`config.mk`:
```
export PLATFORM = sky130hd
export DESIGN_NAME = vga_timing_cfg_bank
export DESIGN_NICKNAME = d
export VERILOG_FILES = /design/src/rtl/vga_timing_pkg.sv /design/src/rtl/vga_timing_check.sv /design/src/rtl/vga_timing_cfg_bank.sv
export SDC_FILE = /design/constraint.sdc
export NUM_CORES = 1
export LEC_CHECK = 0
export CORE_MARGIN = 4
export CORE_UTILIZATION = 50
export CTS_CLUSTER_DIAMETER = 40
export DETAILED_ROUTE_END_ITERATION = 7
export PLACE_DENSITY_LB_ADDON = 0.08
export SLEW_MARGIN = 20
export SYNTH_ARGS = -nofsm -noshare
export SYNTH_HDL_FRONTEND = slang
export SYNTH_SLANG_ARGS = --single-unit
```
`constraint.sdc`:
```
create_clock -name clk -period 6 [get_ports clk]
set_input_delay 1.2 -clock clk [delete_from_list [all_inputs] [get_ports clk]]
set_output_delay 1.2 -clock clk [all_outputs]
set_load 0.05 [all_outputs]
```
`src/rtl/vga_timing_pkg.sv`:
```
// Shared definitions for the VGA timing configuration bank:
// built-in mode table, register map offsets and controller states.
package vga_timing_pkg;

  localparam int PRESET_ID_WIDTH = 2;
  localparam logic [PRESET_ID_WIDTH-1:0] PRESET_CUSTOM = 2'd3;

  // Word offsets from the window base; offsets 10..15 are reserved.
  localparam int         WINDOW_WORDS   = 16;
  localparam logic [3:0] OFF_CTRL       = 4'd0;
  localparam logic [3:0] OFF_H_MAX      = 4'd1;
  localparam logic [3:0] OFF_V_MAX      = 4'd2;
  localparam logic [3:0] OFF_H_SYNC     = 4'd3;
  localparam logic [3:0] OFF_V_SYNC     = 4'd4;
  localparam logic [3:0] OFF_H_LEFT     = 4'd5;
  localparam logic [3:0] OFF_H_RIGHT    = 4'd6;
  localparam logic [3:0] OFF_V_LEFT     = 4'd7;
  localparam logic [3:0] OFF_V_RIGHT    = 4'd8;
  localparam logic [3:0] OFF_COMMIT_NOW = 4'd9;

  typedef enum logic [1:0] {ST_IDLE, ST_CHECK, ST_PENDING, ST_APPLY} state_t;

  typedef struct packed {
    logic [15:0] h_count_max, h_sync, h_left, h_right;
    logic [15:0] v_count_max, v_sync, v_left, v_right;
  } preset_t;

  localparam preset_t PRESET_640X480 = '{
    h_count_max: 16'd799,  h_sync: 16'd96,  h_left: 16'd48,  h_right: 16'd16,
    v_count_max: 16'd524,  v_sync: 16'd2,   v_left: 16'd33,  v_right: 16'd10};
  localparam preset_t PRESET_800X600 = '{
    h_count_max: 16'd1055, h_sync: 16'd128, h_left: 16'd88,  h_right: 16'd40,
    v_count_max: 16'd627,  v_sync: 16'd4,   v_left: 16'd23,  v_right: 16'd1};
  localparam preset_t PRESET_1024X768 = '{
    h_count_max: 16'd1343, h_sync: 16'd136, h_left: 16'd160, h_right: 16'd24,
    v_count_max: 16'd805,  v_sync: 16'd6,   v_left: 16'd29,  v_right: 16'd3};

  function automatic preset_t preset_lookup(input logic [PRESET_ID_WIDTH-1:0] id);
    case (id)
      2'd1:    return PRESET_800X600;
      2'd2:    return PRESET_1024X768;
      default: return PRESET_640X480;
    endcase
  endfunction

endpackage

```
`src/rtl/vga_timing_check.sv`:
```
// Sanity check of a candidate timing set: each total must exceed its
// sync + back porch + front porch, leaving a non-empty visible region.
module vga_timing_check #(
  parameter int REZ_MAX_WIDTH = 11,
  parameter int PULSE_WIDTH   = 8,
  parameter int MARGIN_WIDTH  = 8
) (
  input  logic [REZ_MAX_WIDTH-1:0] h_count_max,
  input  logic [REZ_MAX_WIDTH-1:0] v_count_max,
  input  logic [PULSE_WIDTH-1:0]   h_sync,
  input  logic [PULSE_WIDTH-1:0]   v_sync,
  input  logic [MARGIN_WIDTH-1:0]  h_left,
  input  logic [MARGIN_WIDTH-1:0]  h_right,
  input  logic [MARGIN_WIDTH-1:0]  v_left,
  input  logic [MARGIN_WIDTH-1:0]  v_right,
  output logic                     pass
);

  localparam int SUM_WIDTH = REZ_MAX_WIDTH + 2;

  logic [SUM_WIDTH-1:0] h_sum;
  logic [SUM_WIDTH-1:0] v_sum;

  // NOTE: every output of this block is assigned on every pass, so no latch is inferred.
  always_comb begin
    h_sum = SUM_WIDTH'(h_sync) + SUM_WIDTH'(h_left) + SUM_WIDTH'(h_right);
    v_sum = SUM_WIDTH'(v_sync) + SUM_WIDTH'(v_left) + SUM_WIDTH'(v_right);
    pass  = (SUM_WIDTH'(h_count_max) > h_sum) && (SUM_WIDTH'(v_count_max) > v_sum);
  end

endmodule

```
`src/rtl/vga_timing_cfg_bank.sv`:
```
// Shadow/active VGA timing register bank. Commits are validated, then held
// until a frame boundary (or the watchdog) so a mode switch never tears a frame.
module vga_timing_cfg_bank
  import vga_timing_pkg::*;
#(
  parameter int                      CONFIG_WIDTH  = 16,
  parameter int                      REZ_MAX_WIDTH = 11,
  parameter int                      PULSE_WIDTH   = 8,
  parameter int                      MARGIN_WIDTH  = 8,
  parameter logic [CONFIG_WIDTH-1:0] ADDR_BASE     = 16'h0010,
  parameter int                      TIMEOUT_WIDTH = 20
) (
  input  logic                       clk,
  input  logic                       rst_n,
  input  logic                       Valid,
  input  logic [CONFIG_WIDTH-1:0]    Addr,
  input  logic [CONFIG_WIDTH-1:0]    Data,
  output logic                       Ready,
  input  logic                       Frame_end,
  output logic                       Load_config,
  output logic                       Pending,
  output logic                       Cfg_error,
  output logic [PRESET_ID_WIDTH-1:0] Preset_id,
  output logic [REZ_MAX_WIDTH-1:0]   H_count_max,
  output logic [REZ_MAX_WIDTH-1:0]   V_count_max,
  output logic [PULSE_WIDTH-1:0]     H_sync_pulse,
  output logic [PULSE_WIDTH-1:0]     V_sync_pulse,
  output logic [MARGIN_WIDTH-1:0]    H_left_margin,
  output logic [MARGIN_WIDTH-1:0]    H_right_margin,
  output logic [MARGIN_WIDTH-1:0]    V_left_margin,
  output logic [MARGIN_WIDTH-1:0]    V_right_margin
);

  typedef struct packed {
    logic [REZ_MAX_WIDTH-1:0] h_count_max, v_count_max;
    logic [PULSE_WIDTH-1:0]   h_sync, v_sync;
    logic [MARGIN_WIDTH-1:0]  h_left, h_right, v_left, v_right;
  } timing_t;

  function automatic timing_t to_timing(input preset_t p);
    timing_t t;
    t.h_count_max = REZ_MAX_WIDTH'(p.h_count_max);
    t.v_count_max = REZ_MAX_WIDTH'(p.v_count_max);
    t.h_sync      = PULSE_WIDTH'(p.h_sync);
    t.v_sync      = PULSE_WIDTH'(p.v_sync);
    t.h_left      = MARGIN_WIDTH'(p.h_left);
    t.h_right     = MARGIN_WIDTH'(p.h_right);
    t.v_left      = MARGIN_WIDTH'(p.v_left);
    t.v_right     = MARGIN_WIDTH'(p.v_right);
    return t;
  endfunction

  // A zero-width watchdog is kept as one idle bit so the logic stays uniform.
  localparam int                  WD_WIDTH = (TIMEOUT_WIDTH > 0) ? TIMEOUT_WIDTH : 1;
  localparam logic [WD_WIDTH-1:0] WD_ONES  = '1;
  localparam logic [WD_WIDTH-1:0] WD_LAST  = WD_ONES - WD_WIDTH'(1);

  state_t                      state;
  timing_t                     shadow;
  timing_t                     active;
  logic [PRESET_ID_WIDTH-1:0]  commit_id;
  logic                        immediate;
  logic [WD_WIDTH-1:0]         watchdog;
  logic [CONFIG_WIDTH-1:0]     offset;
  logic                        in_window;
  logic                        timeout_hit;
  logic                        check_pass;
  logic                        unused_data;

  assign offset      = Addr - ADDR_BASE;
  assign in_window   = offset < CONFIG_WIDTH'(WINDOW_WORDS);
  assign timeout_hit = (TIMEOUT_WIDTH > 0) && (watchdog == WD_LAST);
  assign unused_data = ^Data;

  vga_timing_check #(
    .REZ_MAX_WIDTH (REZ_MAX_WIDTH),
    .PULSE_WIDTH   (PULSE_WIDTH),
    .MARGIN_WIDTH  (MARGIN_WIDTH)
  ) u_check (
    .h_count_max (shadow.h_count_max),
    .v_count_max (shadow.v_count_max),
    .h_sync      (shadow.h_sync),
    .v_sync      (shadow.v_sync),
    .h_left      (shadow.h_left),
    .h_right     (shadow.h_right),
    .v_left      (shadow.v_left),
    .v_right     (shadow.v_right),
    .pass        (check_pass)
  );

  always_ff @(posedge clk or negedge rst_n) begin
    if (!rst_n) begin
      // NOTE: both timing sets are architectural state with defined power-up modes, so they are reset.
      state       <= ST_IDLE;
      shadow      <= to_timing(PRESET_640X480);
      active      <= to_timing(PRESET_640X480);
      Preset_id   <= '0;
      commit_id   <= '0;
      immediate   <= 1'b0;
      watchdog    <= '0;
      Ready       <= 1'b1;
      Pending     <= 1'b0;
      Load_config <= 1'b1;
      Cfg_error   <= 1'b0;
    end else begin
      // NOTE: pulse outputs default low here; a later assignment in this block overrides it.
      Load_config <= 1'b0;
      Cfg_error   <= 1'b0;
      case (state)
        ST_IDLE: begin
          if (Valid && Ready && in_window) begin
            case (offset[3:0])
              OFF_CTRL: begin
                if (Data[1:0] != PRESET_CUSTOM) shadow <= to_timing(preset_lookup(Data[1:0]));
                commit_id <= Data[1:0];
                immediate <= 1'b0;
                state     <= ST_CHECK;
                Ready     <= 1'b0;
              end
              OFF_H_MAX:   shadow.h_count_max <= Data[REZ_MAX_WIDTH-1:0];
              OFF_V_MAX:   shadow.v_count_max <= Data[REZ_MAX_WIDTH-1:0];
              OFF_H_SYNC:  shadow.h_sync      <= Data[PULSE_WIDTH-1:0];
              OFF_V_SYNC:  shadow.v_sync      <= Data[PULSE_WIDTH-1:0];
              OFF_H_LEFT:  shadow.h_left      <= Data[MARGIN_WIDTH-1:0];
              OFF_H_RIGHT: shadow.h_right     <= Data[MARGIN_WIDTH-1:0];
              OFF_V_LEFT:  shadow.v_left      <= Data[MARGIN_WIDTH-1:0];
              OFF_V_RIGHT: shadow.v_right     <= Data[MARGIN_WIDTH-1:0];
              OFF_COMMIT_NOW: begin
                commit_id <= PRESET_CUSTOM;
                immediate <= 1'b1;
                state     <= ST_CHECK;
                Ready     <= 1'b0;
              end
              default: Cfg_error <= 1'b1;
            endcase
          end
        end
        ST_CHECK: begin
          if (!check_pass) begin
            Cfg_error <= 1'b1;
            Ready     <= 1'b1;
            state     <= ST_IDLE;
          end else if (immediate) begin
            active      <= shadow;
            Preset_id   <= commit_id;
            Load_config <= 1'b1;
            state       <= ST_APPLY;
          end else begin
            Pending  <= 1'b1;
            watchdog <= '0;
            state    <= ST_PENDING;
          end
        end
        ST_PENDING: begin
          if (TIMEOUT_WIDTH > 0) watchdog <= watchdog + WD_WIDTH'(1);
          // The copy lands on this edge so new values and Load_config appear together in APPLY.
          if (Frame_end || timeout_hit) begin
            active      <= shadow;
            Preset_id   <= commit_id;
            Load_config <= 1'b1;
            Pending     <= 1'b0;
            state       <= ST_APPLY;
          end
        end
        ST_APPLY: begin
          watchdog <= '0;
          Ready    <= 1'b1;
          state    <= ST_IDLE;
        end
        default: begin
          Ready   <= 1'b1;
          Pending <= 1'b0;
          state   <= ST_IDLE;
        end
      endcase
    end
  end

  assign H_count_max    = active.h_count_max;
  assign V_count_max    = active.v_count_max;
  assign H_sync_pulse   = active.h_sync;
  assign V_sync_pulse   = active.v_sync;
  assign H_left_margin  = active.h_left;
  assign H_right_margin = active.h_right;
  assign V_left_margin  = active.v_left;
  assign V_right_margin = active.v_right;

endmodule

```
# After elaboration in Yosys (flattened, before gate mapping)
# Index checks and enable logic that the tools add are counted.
[word_totals]
ff_bits = 171
inputBits = 36
out_inout_bits = 76
wordCells = 137
[op_classes]
addsub = 6
n_lt_le_gt_ge = 3
eq_ne = 24
n_mux = 45
reduce_logical = 34
[op_table]
columns = ["op", "count"]
rows = [
  ["70-bit 2-to-1 mux", 4],
  ["123-bit one-hot mux with 2 select lines", 1],
  ["70-bit one-hot mux with 2 select lines", 1],
  ["8-bit one-hot mux with 2 select lines", 6],
  ["20-bit one-hot mux with 3 select lines", 1],
  ["11-bit one-hot mux with 2 select lines", 2],
  ["4-bit AND reduction", 11],
  ["20-bit 2-to-1 mux", 2],
  ["13-bit by 8-bit adder with 13-bit output", 2],
  ["11-bit by 13-bit greater-than comparator with 1-bit output", 2],
  ["20-bit by 1-bit adder with 20-bit output (second input constant)", 1],
  ["20-bit equality test (second input constant)", 1],
  ["2-bit nonzero test", 10],
  ["8-bit by 8-bit adder with 9-bit output", 2],
  ["2-bit != test (second input constant)", 9],
  ["4-bit by 3-bit equality test with 1-bit output (second input constant)", 4],
  ["16-bit by 5-bit less-than comparator with 1-bit output (second input constant)", 1],
  ["16-bit by 5-bit subtractor with 16-bit output (second input constant)", 1],
  ["2-bit 2-to-1 mux", 7],
  ["1-bit 2-to-1 mux", 13],
  ["10-bit OR reduction", 1],
  ["3-bit AND reduction", 3],
  ["4-bit by 2-bit equality test with 1-bit output (second input constant)", 2],
  ["4-bit equality test (second input constant)", 2],
  ["other kinds (13)", 23],
]

# Longest topological paths before layout
# Gate-level depths: netlist (run 1).
[logic_depth]
ltp_word = 6
depth_mapped = 25
mapped_depth_nobuf = 23

# Hierarchy
# A second synthesis (run 1) with hierarchy kept.
[hier_totals]
cells_unflattened = 800
area_unflattened_um2 = 8917.3
[modules_own_cells]
columns = ["mod", "instances", "cells_per_inst", "area_each_um2", "seq_area_each_um2"]
rows = [
  ["vga_timing_cfg_bank", 1, 648, 7517.2, 4331.7],
  ["vga_timing_check", 1, 152, 1400.1, 0.0],
]

# Worst setup path after synthesis (run 1)
# Ideal clock, no wire load.
[synth_path]
kind = "register to register"
startpoint = "register shadow[24] (netlist name)"
endpoint = "register active (netlist bit H_count_max[10])"
setup_ps = 125
t_arrival_ps = 4712
required_ps = 5875
path_slack_ps = 1163
stages_incl_launch_ff = 25
n_path_buf = 1
period_less_slack_ps = 4837
cell_sequence = "dfrtp_1 ha_1 inv_1 fa_1 nor2b_1 o21ai_0 nand2_1 a21o_1 nand2_1 nor2b_1 xnor2_1 ha_1 or2_2 a21oi_1 a21oi_1 xnor2_1 ha_1 a21oi_1 nor2b_1 or4_1 o211ai_2 nor3_1 o21ai_4 buf_8 mux2_4"
[synth_via]
elab_chain_len = 6
[synth_lines]
columns = ["element", "line", "rtl"]
rows = [
  ["8-bit by 8-bit adder with 9-bit output", "vga_timing_check.sv:26", "h_sum = SUM_WIDTH'(h_sync) + SUM_WIDTH'(h_left) + SUM_WIDTH'(h_right);"],
  ["13-bit by 8-bit adder with 13-bit output", "vga_timing_check.sv:26", ""],
  ["11-bit by 13-bit greater-than comparator with 1-bit output", "vga_timing_check.sv:28", "pass = (SUM_WIDTH'(h_count_max) > h_sum) && (SUM_WIDTH'(v_count_max) > v_sum);"],
  ["1-bit logical AND", "vga_timing_check.sv:28", ""],
  ["2-bit != test (no source line)", "n/a", ""],
  ["4-bit AND reduction (no source line)", "n/a", ""],
  ["to (signal assigned)", "vga_timing_cfg_bank.sv:96", "active <= to_timing(PRESET_640X480);"],
  ["to (signal assigned)", "vga_timing_cfg_bank.sv:144", "active <= shadow;"],
  ["to (signal assigned)", "vga_timing_cfg_bank.sv:158", "active <= shadow;"],
  ["to (decl)", "vga_timing_cfg_bank.sv:60", "timing_t active;"],
]
# Every way passes these cells.
# A chain may end at the register's enable or synchronous reset.

# Worst setup path in the final report (run 1)
[layout_path]
startpoint = "register shadow[8] (netlist name)"
endpoint = "register active (netlist bit V_right_margin[0])"
[layout_via]
elab_chain_len = 6
[layout_lines]
columns = ["element", "line", "rtl"]
rows = [
  ["8-bit by 8-bit adder with 9-bit output", "vga_timing_check.sv:27", "v_sum = SUM_WIDTH'(v_sync) + SUM_WIDTH'(v_left) + SUM_WIDTH'(v_right);"],
  ["13-bit by 8-bit adder with 13-bit output", "vga_timing_check.sv:27", ""],
  ["11-bit by 13-bit greater-than comparator with 1-bit output", "vga_timing_check.sv:28", ""],
  ["1-bit logical AND", "vga_timing_check.sv:28", ""],
  ["2-bit != test (no source line)", "n/a", ""],
  ["4-bit AND reduction (no source line)", "n/a", ""],
]
# Every way passes these cells.

==> results of run 1 <==
-- where the power goes --
part	internal, mW	total, mW	switching, mW
Clock	0.615	1.13	0.513
Combinational	0.0469	0.152	0.106
Sequential	1.16	1.16	0.00443
-- worst max-delay path: stages, from the launching register on --
cell and delay (ps):
dfstp_2 560, ha_1 180, inv_1 50, fa_1 400, nor2b_1 110, o21ai_0 80
nand2_1 110, a21o_1 120, nand2_1 60, nor2b_1 140, xnor2_1 140, ha_1 220
or4_1 500, o311ai_0 120, xor2_1 190, ha_1 330, nand4b_1 110, nor4_1 390
buf_4 190, a31oi_1 60, o211ai_2 140, nor3_1 120, o21ai_4 220, buf_12 320
mux2_2 380
-- routing by layer --
layer | vias up | wire length (um)
met5 | - | 0
met4 | 0 | 282
met3 | 23 | 1150
met2 | 195 | 10200
met1 | 3403 | 11400
li1 | 3393 | -
-- synthesized netlist by cell type, types with 3 or more instances --
library cell  number
o211ai_1           4
mux2_2             4
nor2_1            56
o21ai_1           11
ha_1              63
mux2i_1            5
o21ai_0           40
nor3_1            13
and2_1             3
nand2b_1           6
dfrtp_1          129
and3_1             4
o22ai_1           12
xor2_1             9
o22a_1             3
or3_1              7
or2_2              3
dfstp_2           42
mux2_4            70
clkbuf_1          22
a31oi_1            5
nor2b_1           14
a21o_1            16
nor4_1             6
a22o_1            12
nand3b_1           3
nand4_1            5
buf_2              5
buf_8              7
nand3_1           38
a21boi_0           3
fa_1               4
or4_1             16
nand2_1          104
o31ai_1            5
a21oi_1           62
buf_1              4
xnor2_1           16
inv_1             26
-- cell families after synthesis --
logic type | count (synthesis) | share of synthesized area, %
simple gates | 287 | 14.6
compound gates | 195 | 12.8
flops | 171 | 45.5
mux | 79 | 12.0
fa+ha+maj | 67 | 9.12
buf+inv | 66 | 3.57
xor+xnor | 25 | 2.30
-- area by class of cell --
class	instances	area share (%)
multi-input cells	653	42.8
flip-flops and latches	171	38.2
repair buffers	115	10.2
clock buffers	19	4.00
well taps	234	2.59
clock inverters	13	1.27
inverters	26	0.862
-- cell usage in the layout, fill, tap and decap left out, types with 9 or more instances in the layout --
cell and n:
xor2_1 9, clkbuf_16 17, mux2_4 70, nor2_1 56
or4_1 16, nor2b_1 14, a21o_1 16, inv_1 26
ha_1 63, nand3_1 38, a22o_1 12, o21ai_0 40
xnor2_1 16, a21oi_1 62, dfrtp_1 129, clkdlybuf4s50_1 105
nor3_1 13, nand2_1 104, o22ai_1 12, o21ai_1 11
dfstp_2 42
-- registers in the layout, indices dropped and copies added, names as in the netlist, named ones only --
register and cells:
Preset_id 2, H_right_margin 8, V_count_max 11, Load_config 1, H_sync_pulse 8, shadow 70
V_right_margin 8, immediate 1, V_sync_pulse 8, state 1, Pending 1, H_left_margin 8
H_count_max 11, watchdog 20, Ready 1, commit_id 2, V_left_margin 8, Cfg_error 1
-- path summary, 6_finish.rpt --
path	from	endpoint	slack, ps	depth (start not counted)
min	shadow[51]	shadow[51]	480	2
max in group asynchronous	rst_n	shadow[19]	4130	2
max reg2reg	shadow[8]	V_right_margin[0]	560	24
min in group asynchronous	rst_n	V_right_margin[4]	710	1
max	shadow[8]	V_right_margin[0]	560	24
min reg2reg	shadow[51]	shadow[51]	480	2
==> flow_summary.json, run 1 <==
{
  "setup_slack_ps": 556,
  "synth-edff-count": 0,
  "p_leak_nw": 5.43,
  "grt_util_all_layers_pct": 21.8,
  "status": "completed",
  "overflow": 0,
  "final_util_pct": 60.5,
  "antenna_found_initial": 0,
  "synthesis.area_um2": 9520,
  "end_kind": "flop",
  "finClkSkew_ps": 13.8,
  "cts_resized": 0,
  "clockBufferDepth": 2,
  "tightestPinTransition_ps": 836,
  "final_area_um2": 11300,
  "hp-class": "reg -> reg",
  "htree_levels": 4,
  "root_buffer": "clkbuf_16",
  "routabilityCongestion": 0.813,
  "placedInstanceArea_um2": 10700,
  "dpl_worst_slack_ps": 620,
  "instances_no_fill": 1231,
  "grt_pass1_wl_um": 37400,
  "cp.required_ps": 6320,
  "powerDensity_nw_per_um2": 216,
  "drt-initial-drc-count": 513,
  "gr-usage-met3_pct": 3.77,
  "cts_buffers": 17,
  "yosys.cell_types.count": 65,
  "grt_setup_unrepaired": "false",
  "synth_top_cell_area_share_pct": 33.9,
  "fmax_ghz": 0.184,
  "postCtsSetupBuffers": 0,
  "drv_cap": 0,
  "die-area_um2": 21300,
  "io_buffers": 106,
  "ys_ff_latch": 171,
  "critPathArrivalTime_ps": 5760,
  "clk_latency_ps": 440,
  "grt_max_degree": 60,
  "grt_pass1_vias": 6885,
  "finalSetupViolCount": 0,
  "finalPower_mw": 2.44,
  "async_flop_share_pct": 100,
  "syn_inst": 890,
  "finalSetupTns_ps": 0,
  "slew_headroom_pct": 44.1,
  "drc": 0,
  "avgViaCountPerCell": 5.70,
  "finalHoldWorstSlack_ps": 480,
  "cts_tree": "done",
  "dp_cells": 1199,
  "ir_drop_v": 0.000196,
  "crit_fanout": 48,
  "post-route-min-period_ps": 5440,
  "n_fill_cell": 1593,
  "layout-drive-gt1-share_pct": 17.0,
  "synth_ff_type": "dfrtp_1",
  "grtUsageMet2_pct": 33.2,
  "yosysWarnings": 0,
  "grt_util_met1_pct": 32.7,
  "syn_area_per_cell_um2": 10.7,
  "diodes": 0,
  "ys_seq_area_share_pct": 45.5,
  "hpwl_um": 16400,
  "io_pins": 112,
  "wl_per_cell_um": 18.6,
  "synthTopCellsByArea": "dfrtp_1, dfstp_2, mux2_4",
  "fp.dieW_um": 146,
  "path_clk_slew_ps": 70,
  "wl_um": 23000,
  "die_h_um": 146,
  "synth_largest_area_cell": "dfrtp_1",
  "busiest_layer": "met2",
  "cts_hold_buf": 0,
  "period_share_pct": 90.7,
  "syn_to_final_growth_pct": 18.9,
  "dr.pass1.iters": 5,
  "multiInputGateArea_um2": 4850,
  "seq_area_um2": 4330,
  "vias": 7014,
  "nNetsFinal": 1087,
  "finalHoldViolCount": 0,
  "coreArea_um2": 18700,
  "rows": 50,
  "antenna_left": 0,
  "synthesis.nets": 993,
  "crit_path_start_kind": "flop",
  "start_util_pct": 50.9,
  "slew_viol_final": 0,
  "cts_sinks": 171,
  "crit_type": "reg -> reg"
}
Power figures use the tool's default switching activity.
==> run 2: changes to the inputs <==
CORE_MARGIN = 2   (was 4)
CORE_UTILIZATION = 45   (was 50)
==> flow_summary.json, run 2 (synthesized netlist as in run 1, its figures left out) <==
{
  "tightestPinTransition_ps": 895,
  "die-area_um2": 22300,
  "path_clk_slew_ps": 70,
  "finalHoldViolCount": 0,
  "io_pins": 112,
  "setup_slack_ps": 609,
  "top_register": "shadow",
  "power_switching_mw": 0.610,
  "status": "completed",
  "antenna_found_initial": 1,
  "grt_pass1_vias": 6668,
  "die_h_um": 149,
  "cts_resized": 0,
  "n_fill_cell": 1959,
  "grt_pass1_wl_um": 37000,
  "crit_path_start_kind": "flop",
  "post-route-min-period_ps": 5390,
  "final_util_pct": 54.3,
  "placedInstanceArea_um2": 10800,
  "ir_drop_v": 0.000178,
  "crit_fanout": 37,
  "fp.dieW_um": 149,
  "antenna_left": 0,
  "dp_cells": 1240,
  "start_util_pct": 45.6,
  "grt_util_all_layers_pct": 21.5,
  "final_area_um2": 11300,
  "coreArea_um2": 20900,
  "rows": 53,
  "overflow": 0,
  "nNetsFinal": 1087,
  "slew_viol_final": 0,
  "io_buffers": 106,
  "crit_type": "reg -> reg",
  "instances_no_fill": 1273,
  "drt-initial-drc-count": 381,
  "cts_sinks": 171,
  "final_common_cell": "dfrtp_1",
  "slew_headroom_pct": 40.2,
  "dpl_worst_slack_ps": 556,
  "dr.pass1.iters": 5,
  "grt_max_degree": 80,
  "critPathArrivalTime_ps": 5710,
  "clk_latency_ps": 440,
  "largest_reg_flops": 70,
  "drc": 0,
  "p_seq_share_pct": 49.0,
  "p_comb_share_pct": 6.6,
  "finClkSkew_ps": 9.86,
  "finalHoldWorstSlack_ps": 494,
  "finalPower_mw": 2.37,
  "finalSetupViolCount": 0,
  "hpwl_um": 16200,
  "period_share_pct": 89.9,
  "finalSetupTns_ps": 0,
  "clockBufferDepth": 2,
  "p_leak_nw": 5.41,
  "pwr-share-clk_pct": 44.4,
  "top_regs": "shadow (70), watchdog (20)",
  "syn_to_final_growth_pct": 19.1,
  "root_buffer": "clkbuf_16",
  "cts_hold_buf": 0,
  "cts_tree": "done",
  "layout-drive-gt1-share_pct": 16.9,
  "postCtsSetupBuffers": 0,
  "grt_setup_unrepaired": "false",
  "hp-class": "reg -> reg",
  "avgViaCountPerCell": 5.42,
  "wl_per_cell_um": 17.9,
  "powerDensity_nw_per_um2": 209,
  "cts_buffers": 17,
  "cp.required_ps": 6320,
  "internal_power_mw": 1.76,
  "routabilityCongestion": 0.803,
  "drv_cap": 0,
  "most-common-layout-cells": "dfrtp_1, clkdlybuf4s50_1, nand2_1, mux2_4, ha_1",
  "fmax_ghz": 0.185,
  "end_kind": "flop",
  "vias": 6901,
  "wl_um": 22800,
  "p_sw_share_pct": 25.7,
  "htree_levels": 4
}
## run 2: cell types whose count changed in the layout (fill, tap and decap cells not counted), sizes merged
cell / change
clkinv: +5
inv: -4
bufinv: -1
diode: +1
## run 2: critical path, cell delays in order, from the launching register on
cell      delay (ps)
dfstp_2          560
ha_1             160
inv_1             60
fa_1             400
nor2b_1          120
o21ai_0           80
nand2_1          110
a21o_1           120
nand2_1           60
nor2b_1          140
xnor2_1          240
ha_1             310
or2_2            290
a21oi_1          210
a21oi_1           80
xnor2_1          160
ha_1             290
nand2_1           70
nor4_1           400
buf_4            200
a31oi_1           50
o211ai_2         140
nor3_1           120
o21ai_4          230
buf_12           300
mux2_2           370
## run 2: layer usage
metal	up-vias	part of all wire, %	global-route usage [%]
met1	3330	50	32.8
li1	3388	-	-
met4	0	1.2	5.90
met5	-	0	0
met2	158	45	31.7
met3	25	4.4	3.29
## run 2: worst paths after layout
kind	start	endpoint	slack (ps)	depth (start not counted)
max	shadow[8]	V_right_margin[0]	610	25
min	shadow[57]	shadow[57]	490	2
max reg2reg	shadow[8]	V_right_margin[0]	610	25
min reg2reg	shadow[57]	shadow[57]	490	2
max in group asynchronous	rst_n	shadow[68]	4090	2
min in group asynchronous	rst_n	V_right_margin[5]	810	1
## run 2: area by class of cell
type                            count  area [um^2]  area share, %
Antenna cell                        1         2.50         0.0221
Clock buffer                       19          443           3.90
Clock inverter                     13          108          0.948
Inverter                           26         97.6          0.860
Multi-Input combinational cell    653         4850           42.8
Sequential cell                   171         4330           38.2
Tap cell                          275          344           3.03
Timing Repair Buffer              115         1170           10.3
## run 2: power by group through the flow
| stage | registers [mW] | clock network (mW) | logic [mW] |
|---|---|---|---|
| 3_5_place_dp | 1.18 | 0 | 0.158 |
| 4_1_cts | 1.16 | 1.07 | 0.159 |
| 3_3_place_gp | 1.18 | 0 | 0.158 |
| 5_1_grt | 1.16 | 1.12 | 0.174 |
| 6_report | 1.16 | 1.05 | 0.156 |
| 2_1_floorplan | 1.19 | 0 | 0.0715 |
